===== src/rtl/dynamic_rca.sv =====
// dynamic_rca
//   N-bit ripple-carry adder with a clocked result-hold stage.
//   With enable high, the outputs follow the inputs combinationally through
//   the full-adder chain. With enable low, the outputs show the result that
//   was captured at the last enabled rising edge.
//
// Ports
//   clk     in   1  clock; the hold register captures on the rising edge
//   rst     in   1  asynchronous, active-high reset (clears the hold register only)
//   enable  in   1  1 = live result, 0 = held result
//   A, B    in   N  unsigned operands
//   Cin     in   1  carry-in
//   Cout    out  1  carry-out of bit N-1
//   P       out  N  propagate vector, A ^ B
//   S       out  N  sum bits
module dynamic_rca #(
  parameter int N = 16
) (
  input  logic         clk,
  input  logic         rst,
  input  logic         enable,
  input  logic [N-1:0] A,
  input  logic [N-1:0] B,
  input  logic         Cin,
  output logic         Cout,
  output logic [N-1:0] P,
  output logic [N-1:0] S
);

  logic [N:0]   c_live;
  logic [N-1:0] p_live;
  logic [N-1:0] s_live;

  logic         cout_q, cout_d;
  logic [N-1:0] s_q, s_d;
  logic [N-1:0] p_q, p_d;

  // Strict ripple: each bit's carry-in is the previous bit's carry-out.
  // The per-bit XOR feeds both the sum and the propagate output.
  always_comb begin
    c_live    = '0;
    p_live    = '0;
    s_live    = '0;
    c_live[0] = Cin;
    for (int i = 0; i < N; i++) begin
      p_live[i]   = A[i] ^ B[i];
      s_live[i]   = p_live[i] ^ c_live[i];
      c_live[i+1] = (A[i] & B[i]) | (p_live[i] & c_live[i]);
    end
  end

  always_comb begin
    cout_d = cout_q;
    s_d    = s_q;
    p_d    = p_q;
    if (enable) begin
      cout_d = c_live[N];
      s_d    = s_live;
      p_d    = p_live;
    end
  end

  always_ff @(posedge clk or posedge rst) begin
    if (rst) begin
      cout_q <= 1'b0;
      s_q    <= '0;
      p_q    <= '0;
    end else begin
      cout_q <= cout_d;
      s_q    <= s_d;
      p_q    <= p_d;
    end
  end

  // Reset does not gate the live path: with enable high the sum stays visible.
  always_comb begin
    Cout = cout_q;
    S    = s_q;
    P    = p_q;
    if (enable) begin
      Cout = c_live[N];
      S    = s_live;
      P    = p_live;
    end
  end

endmodule


===== config.mk =====
export PLATFORM = sky130hd
export DESIGN_NAME = dynamic_rca
export DESIGN_NICKNAME = d
export VERILOG_FILES = /design/src/rtl/dynamic_rca.sv
export SDC_FILE = /design/constraint.sdc
export NUM_CORES = 1
export LEC_CHECK = 0
export CORE_MARGIN = 10
export CORE_UTILIZATION = 45
export CTS_CLUSTER_SIZE = 16
export DETAILED_ROUTE_END_ITERATION = 7
export PLACE_DENSITY_LB_ADDON = 0.3
export RECOVER_POWER = 50
export SLEW_MARGIN = 0
export SYNTH_ARGS = -nofsm -noshare
export SYNTH_HDL_FRONTEND = slang
export SYNTH_SLANG_ARGS = --single-unit

===== constraint.sdc =====
create_clock -name clk -period 11.39 [get_ports clk]
set_input_delay 1.7085 -clock clk [delete_from_list [all_inputs] [get_ports clk]]
set_output_delay 1.7085 -clock clk [all_outputs]
set_load 0.02 [all_outputs]

Yosys cells after proc, flatten, opt, wreduce, memory -nomap -nowiden
Index checks and enable logic that the tools add are counted.
{ "op_classes": {"muxes": 3, "bitwise_logic": 80} }
{ "ops": {"columns": ["cell", "n"], "rows": [
  ["1-bit bitwise AND", 32],
  ["16-bit 2-to-1 mux", 2],
  ["1-bit bitwise XOR", 32],
  ["1-bit OR", 16],
  ["1-bit 2-to-1 mux", 1]
]} }
{ "totals": {"regBits": 33, "inputBits": 36, "output_inout_bits": 33, "wordCells": 86} }

Logic depth before layout (Yosys ltp)
Gate-level depths: netlist of the first run.
{ "depth": {"word_depth": 34, "ltp_mapped": 20, "ltp_nobuf": 20} }

Least setup slack after synthesis of the first run
Ideal clock, no wire load.
{ "synth_path": {"kind": "input to output", "startpoint": "in A[0]", "endpoint": "out S[15]", "t_arrival_ps": 8127, "required_time_ps": 9682, "slack_ps": 1555, "cell_stages": 20, "n_path_buf": 0, "path_cell_list": "inv_1 -> fa_1 -> inv_1 -> fa_1 -> fa_1 -> fa_1 -> fa_1 -> fa_1 -> fa_1 -> fa_1 -> fa_1 -> fa_1 -> fa_1 -> fa_1 -> fa_1 -> fa_1 -> fa_1 -> inv_1 -> fa_1 -> mux2i_1"} }
{ "synth_between": {"elab_chain_len": 33, "word_cells_on_any_way": 34, "classes_between": "mux: 1; bitwise: 33"} }
{ "synth_lines": {"columns": ["item", "line_no", "rtl"], "rows": [
  ["start, declared", "22", "input logic [N-1:0] A,"],
  ["1-bit bitwise XOR", "46", "p_live[i] = A[i] ^ B[i];"],
  ["1-bit bitwise AND", "48", "c_live[i+1] = (A[i] & B[i]) | (p_live[i] & c_live[i]);"],
  ["1-bit OR *", "48", null],
  ["1-bit bitwise AND *", "48", null],
  ["1-bit OR *", "48", null],
  ["1-bit bitwise AND *", "48", null],
  ["1-bit OR *", "48", null],
  ["1-bit bitwise AND *", "48", null],
  ["[17 not listed]", null, null],
  ["1-bit bitwise AND *", "48", null],
  ["1-bit OR *", "48", null],
  ["1-bit bitwise AND *", "48", null],
  ["1-bit OR *", "48", null],
  ["1-bit bitwise AND *", "48", null],
  ["1-bit OR *", "48", null],
  ["1-bit bitwise XOR *", "47", "s_live[i] = p_live[i] ^ c_live[i];"],
  ["16-bit 2-to-1 mux *", "80", "if (enable) begin"],
  ["end, declared", "27", "output logic [N-1:0] S"]
]} }
Every way passes the cells marked *; elsewhere a longest branch is shown, timed or not.

Final worst setup path of the first run
Ends and elaborated chain as after synthesis.

==> key figures, run 1 <==
Finish
  – Fraction of layout cells with a size suffix above 1: 0.119
  – Diode count: 0
  – P&R area growth vs syn: 36.5%
  – Final core utilization: 0.644
  – Fin nets: 253

Global routing
  – Vias in the first global route: 1368
  – Largest net degree at the start of global routing: 34
  – Gr ovfl total: 0
  – Global Route Usage Sum: 0.113
  – Initial antenna violation count: 0
  – First-pass GRT wire length: 6620 µm

Clock tree
  – CTS resizes: 0
  – Number of setup buffers added after CTS: 0
  – Post-CTS Hold Fix Bufs: 0
  – TritonCTS clock tree: built
  – Max clock buf depth: 2
  – CTS buffer count: 5
  – H-tree depth: 2
  – Skew-Pair Late Insertion Delay: 270 ps
  – Clock slew at reported path FFs: 60 ps
  – Clock sink count: 33
  – Clock Tree Root: clkbuf_8

Yosys
  – Synth Instances: 113
  – Post-synthesis instance area: 1930 µm²
  – Synthesized flop and latch total: 33
  – Sequential area share after synthesis: 0.428
  – Count of cell types in the netlist: 9
  – Mean Syn Cell Area: 17.1 µm²
  – Synth Warn #: 0
  – Syn nets: 181

Routing
  – Routed WL per cell: 16.7 µm
  – Pre-antenna DRT Iters: 3
  – Antenna Nets Post-Route: 0
  – Post-Route WL: 3920 µm
  – Via count: 1083
  – # DRC: 0
  – Routed vias/inst: 4.61
  – Initial drt markers: 27

Worst setup path
  – Crit end category: output pin
  – Reg-to-Reg Start: p_q[15]
  – Crit-path max FO: 2
  – Worst Path Arrival: 9340 ps
  – Critical Path Source: A[0]
  – CP Launch Type: input pin
  – Setup CP Type: input pin to output pin
  – CP endpoint: S[15]
  – R2R setup slack: 10590 ps
  – RR Endpoint: p_q[15]
  – CP Data Required Time: 9680 ps
  – Reg2Reg Depth: 1

STA
  – Final setup vio count: 0
  – FMAX: 90.5 MHz
  – Setup Skew: 0 ps
  – Tmin final: 11050 ps
  – Tcrit/Tclk final: 0.970
  – Slew headroom: -0.179
  – Sum of negative setup slack: 0 ps
  – Worst-Margin Slew: 1770 ps
  – Unrepaired setup endpoints after global routing: no
  – Hold Vio Cnt, Final: 0
  – Fin. max-slew vios: 34
  – Min Hold Slack: 488 ps

Power and ir drop
  – Int Pwr: 267 µW
  – Leakage: 0.00119 µW
  – NetSw: 116 µW
  – Gate power share: 0.391
  – Pwr dens: 146 nW/µm²
  – Net Sw Frac: 0.303
  – Sequential power share: 0.381
  – Power share of the clock group: 0.228
  – Worst VDD drop: 0.0869 mV

Die
  – Vert. Die Dim: 85.5 µm
  – Starting density of the core: 0.472
  – Std cell rows: 23
  – Core Area: 4090 µm²
  – Die Width: 85.5 µm
  – Full die area: 7300 µm²
  – I/O Pins: 69

Hold path
  – Hold Path Class: flip-flop to flip-flop
  – Worst Hold Path Cells: 1

Job
  – Max-Cap Viols: 1

Outcome
  – Status: finished, violations left
  – Failing checks: max-capacitance violations, max-slew violations

Placed design
  – Routability cong.: 0.754
  – PortBufs: 68
  – DPL Wire Length: 3140 µm
-- through the flow --
| step | instance area (µm²) | total power (µW) | setup slack (ps) | instances |
|---|---|---|---|---|
| global route | 2630 | 409 | 17.8 | 235 |
| floorplan | 1930 | 236 | 1550 | 113 |
| finish | 2630 | 383 | 339 | 235 |
| detailed placement | 2600 | 309 | 332 | 228 |
| global placement | 2600 | 305 | 491 | 228 |
| CTS | 2690 | 399 | 309 | 235 |
-- power by group through the flow --
stage	Clock (µW)	Sequential [µW]	Combinational (µW)
after floorplan	0	146	90.2
after global placement	0	148	157
after detailed placement	0	149	160
after CTS	90.6	147	161
after global routing	96.9	149	163
final	87.5	146	150
-- how the worst min path moves through the flow --
stage,start,end,slack (ps)
floorplan,p_q[0],p_q[0],520
global placement,p_q[7],p_q[7],480
detailed placement,p_q[10],p_q[10],480
CTS,p_q[6],p_q[6],500
global route,p_q[2],p_q[2],500
finish,p_q[0],p_q[0],490
-- cell families after synthesis --
family,Yosys count,share of synthesized area
buffers and inverters,15,0.0584
multiplexers,33,0.243
adder cells (fa/ha/maj),32,0.270
flip-flops,33,0.428
-- cells in the mapped netlist --
master	number	share of area
mux2_2	3	0.018
inv_1	11	0.021
buf_12	3	0.031
mux2_4	27	0.21
fa_1	16	0.17
ha_1	16	0.10
dfrtp_1	33	0.43
buf_6	1	0.0058
mux2i_1	3	0.016
-- placed cells by master (no fill, tap or decap), drive strengths merged --
cell type and count:
fa 16, ha 16, inv 11, clkbuf 8, mux2 30, clkdlybuf4s50 66, buf 1, dfrtp 33
mux2i 3, dlygate4sd3 1
-- worst max-delay path: stages --
cell and delay, ps:
clkdlybuf4s50_1 430, inv_1 90, fa_1 170, inv_1 50, fa_1 390, fa_1 420
fa_1 410, fa_1 410, fa_1 400, fa_1 400, fa_1 390, fa_1 400
fa_1 390, fa_1 380, fa_1 400, fa_1 400, fa_1 390, fa_1 370
inv_1 70, fa_1 400, mux2i_1 220, clkdlybuf4s50_1 660
-- layout make-up --
class | count | area [µm²]
fillers | 312 | 1450
multi-input cells | 65 | 937
flip-flops and latches | 33 | 826
repair buffers | 69 | 679
clock buffers | 7 | 86.3
well taps | 50 | 62.6
inverters | 11 | 41.3
-- per-layer routing --
| metal | share of wire | GRT usage |
|---|---|---|
| met5 | 0 | 0 |
| met4 | 0.0059 | 0.0359 |
| met3 | 0.072 | 0.0449 |
| met2 | 0.52 | 0.192 |
| met1 | 0.40 | 0.126 |
-- sequential cells by signal, summed over array words and instances (netlist names) --
name	cells
cout_q	1
s_q	16
p_q	16
Power figures use the tool's default switching activity.
==> run 2: changes to the inputs <==
--- a/config.mk
+++ b/config.mk
@@ -5,11 +5,12 @@
 export SDC_FILE = /design/constraint.sdc
 export NUM_CORES = 1
 export LEC_CHECK = 0
+export CAP_MARGIN = 10
 export CORE_MARGIN = 10
 export CORE_UTILIZATION = 45
 export CTS_CLUSTER_SIZE = 16
 export DETAILED_ROUTE_END_ITERATION = 7
-export PLACE_DENSITY_LB_ADDON = 0.3
+export PLACE_DENSITY = 0.79
 export RECOVER_POWER = 50
 export SLEW_MARGIN = 0
 export SYNTH_ARGS = -nofsm -noshare
==> run 2 against run 1 <==
The run still ends with max-capacitance violations, max-slew violations left. Design area is 0.62% higher. Hold slack got worse by 3.0 ps. Sequential power about the same. Non-clock buffer count is the same. Clock power up 8.0%. Combinational power barely moved.
==> key figures, run 2 (same netlist as run 1, synthesis figures left out) <==
STA
  – Fin. max-slew vios: 34
  – Unrepaired setup endpoints after global routing: no
  – Sum of negative setup slack: 0 ps
  – Tcrit/Tclk final: 0.944
  – Min Hold Slack: 485 ps
  – Hold Vio Cnt, Final: 0
  – Tmin final: 10750 ps
  – Worst-Margin Slew: 2220 ps
  – Final worst-path setup slack: 642 ps
  – Slew headroom: -0.482
  – FMAX: 93.0 MHz
  – Final setup vio count: 0
  – Setup Skew: 0 ps

Power and ir drop
  – Worst VDD drop: 0.0959 mV
  – Pwr dens: 148 nW/µm²
  – Gate power share: 0.388
  – Int Pwr: 274 µW
  – Power share of the clock group: 0.241
  – NetSw: 118 µW
  – Leakage: 0.00121 µW
  – Net Sw Frac: 0.301
  – Sequential power share: 0.371

Global routing
  – First-pass GRT wire length: 7420 µm
  – Largest net degree at the start of global routing: 34
  – Global Route Usage Sum: 0.127
  – Initial antenna violation count: 0
  – Vias in the first global route: 1416
  – Gr ovfl total: 0

Worst setup path
  – Critical Path Source: A[0]
  – Crit-path max FO: 2
  – R2R setup slack: 10590 ps
  – Crit end category: output pin
  – Reg-to-Reg Start: p_q[9]
  – CP Launch Type: input pin
  – Setup CP Type: input pin to output pin
  – Reg2Reg Depth: 1
  – RR Endpoint: p_q[9]
  – CP Data Required Time: 9680 ps
  – Worst Path Arrival: 9040 ps

Clock tree
  – Clock sink count: 33
  – Clock slew at reported path FFs: 60 ps
  – Number of setup buffers added after CTS: 0
  – Clock Tree Root: clkbuf_8
  – TritonCTS clock tree: built
  – Max clock buf depth: 2
  – CTS resizes: 0
  – CTS buffer count: 5
  – Post-CTS Hold Fix Bufs: 0
  – Skew-Pair Late Insertion Delay: 270 ps
  – H-tree depth: 2

Routing
  – Initial drt markers: 35
  – Routed WL per cell: 18.0 µm
  – Post-Route WL: 4260 µm
  – Via count: 1109
  – Pre-antenna DRT Iters: 4
  – # DRC: 0
  – Antenna Nets Post-Route: 0
  – Routed vias/inst: 4.70

Finish
  – Fin nets: 253
  – Fraction of layout cells with a size suffix above 1: 0.124
  – Diode count: 0
  – Sequential cell area: 826 µm²
  – Multi-input gate area: 937 µm²
  – Fillers: 327
  – P&R area growth vs syn: 37.4%
  – Top Registers: p_q (16), s_q (16), cout_q (1)
  – Most common cell after layout, fill and taps aside: clkdlybuf4s50_1
  – Most frequent cells in the layout: 65 x clkdlybuf4s50_1, 33 x dfrtp_1, 16 x fa_1, 16 x ha_1, 15 x mux2_1

Placed design
  – PortBufs: 68
  – Routability cong.: 0.758
  – DPL Wire Length: 3510 µm
  – Dpl ws: 252 ps

Outcome
  – Status: finished, violations left
  – Failing checks: max-capacitance violations, max-slew violations

Die
  – Vert. Die Dim: 85.5 µm
  – Core Area: 4090 µm²
  – Std cell rows: 23
  – Starting density of the core: 0.472
  – Die Width: 85.5 µm
  – Full die area: 7300 µm²
  – I/O Pins: 69

Hold path
  – Hold path start: p_q[1]
  – Worst min-delay path endpoint: p_q[1]
  – Hold Path Class: flip-flop to flip-flop
  – Worst Hold Path Cells: 1

Job
  – Max-Cap Viols: 1
run 2: changes by cell type in the layout (fill, tap and decap cells not counted):
cell and delta:
dlymetal6s2s_1 +1, clkbuf_8 +1, buf_2 -1, clkdlybuf4s50_1 -1, clkinv_2 +1
run 2: power groups by stage:
stage / clock (µW) / sequential [µW] / combinational (µW)
after floorplan: 0 / 146 / 90.2
after global placement: 0 / 148 / 158
after detailed placement: 0 / 148 / 162
after CTS: 99.1 / 146 / 163
after global routing: 104 / 148 / 165
final: 94.5 / 146 / 152
run 2: area by class of cell:
cell class / count / area share
clock buffer: 7 / 0.0364
clock inverter: 1 / 0.00189
multi-input combinational: 65 / 0.354
sequential: 33 / 0.312
tap: 50 / 0.0236
timing repair buffer: 69 / 0.257
inverter: 11 / 0.0156
run 2: routing by layer:
metal | part of all wire | track usage
met5 | 0 | 0
met4 | 0.0021 | 0.0314
met3 | 0.098 | 0.0583
met2 | 0.50 | 0.207
met1 | 0.40 | 0.147
run 2: worst max-delay path by stage:
stage / cells after the start / slack (ps) / to
floorplan: 20 / 1550 / S[15]
global placement: 22 / 480 / S[15]
detailed placement: 22 / 250 / S[15]
CTS: 22 / 230 / S[15]
global route: 22 / 310 / S[15]
finish: 22 / 640 / Cout
run 2: through the flow:
step | cell area (µm²) | power, µW | cells | utilization
final | 2650 | 392 | 236 | 0.648
after global routing | 2650 | 417 | 236 | 0.648
after CTS | 2700 | 408 | 236 | 0.662
after detailed placement | 2600 | 310 | 228 | 0.637
after global placement | 2600 | 305 | 228 | 0.637
after floorplan | 1930 | 236 | 113 | -
run 2: worst max-delay path: stages:
cell,delay (ps)
clkdlybuf4s50_1,430
inv_1,100
fa_1,190
inv_1,60
fa_1,400
fa_1,430
fa_1,410
fa_1,410
fa_1,410
fa_1,400
fa_1,390
fa_1,400
fa_1,400
fa_1,390
fa_1,390
fa_1,390
fa_1,390
fa_1,360
inv_1,70
fa_1,160
mux2i_1,100
clkdlybuf4s50_1,650
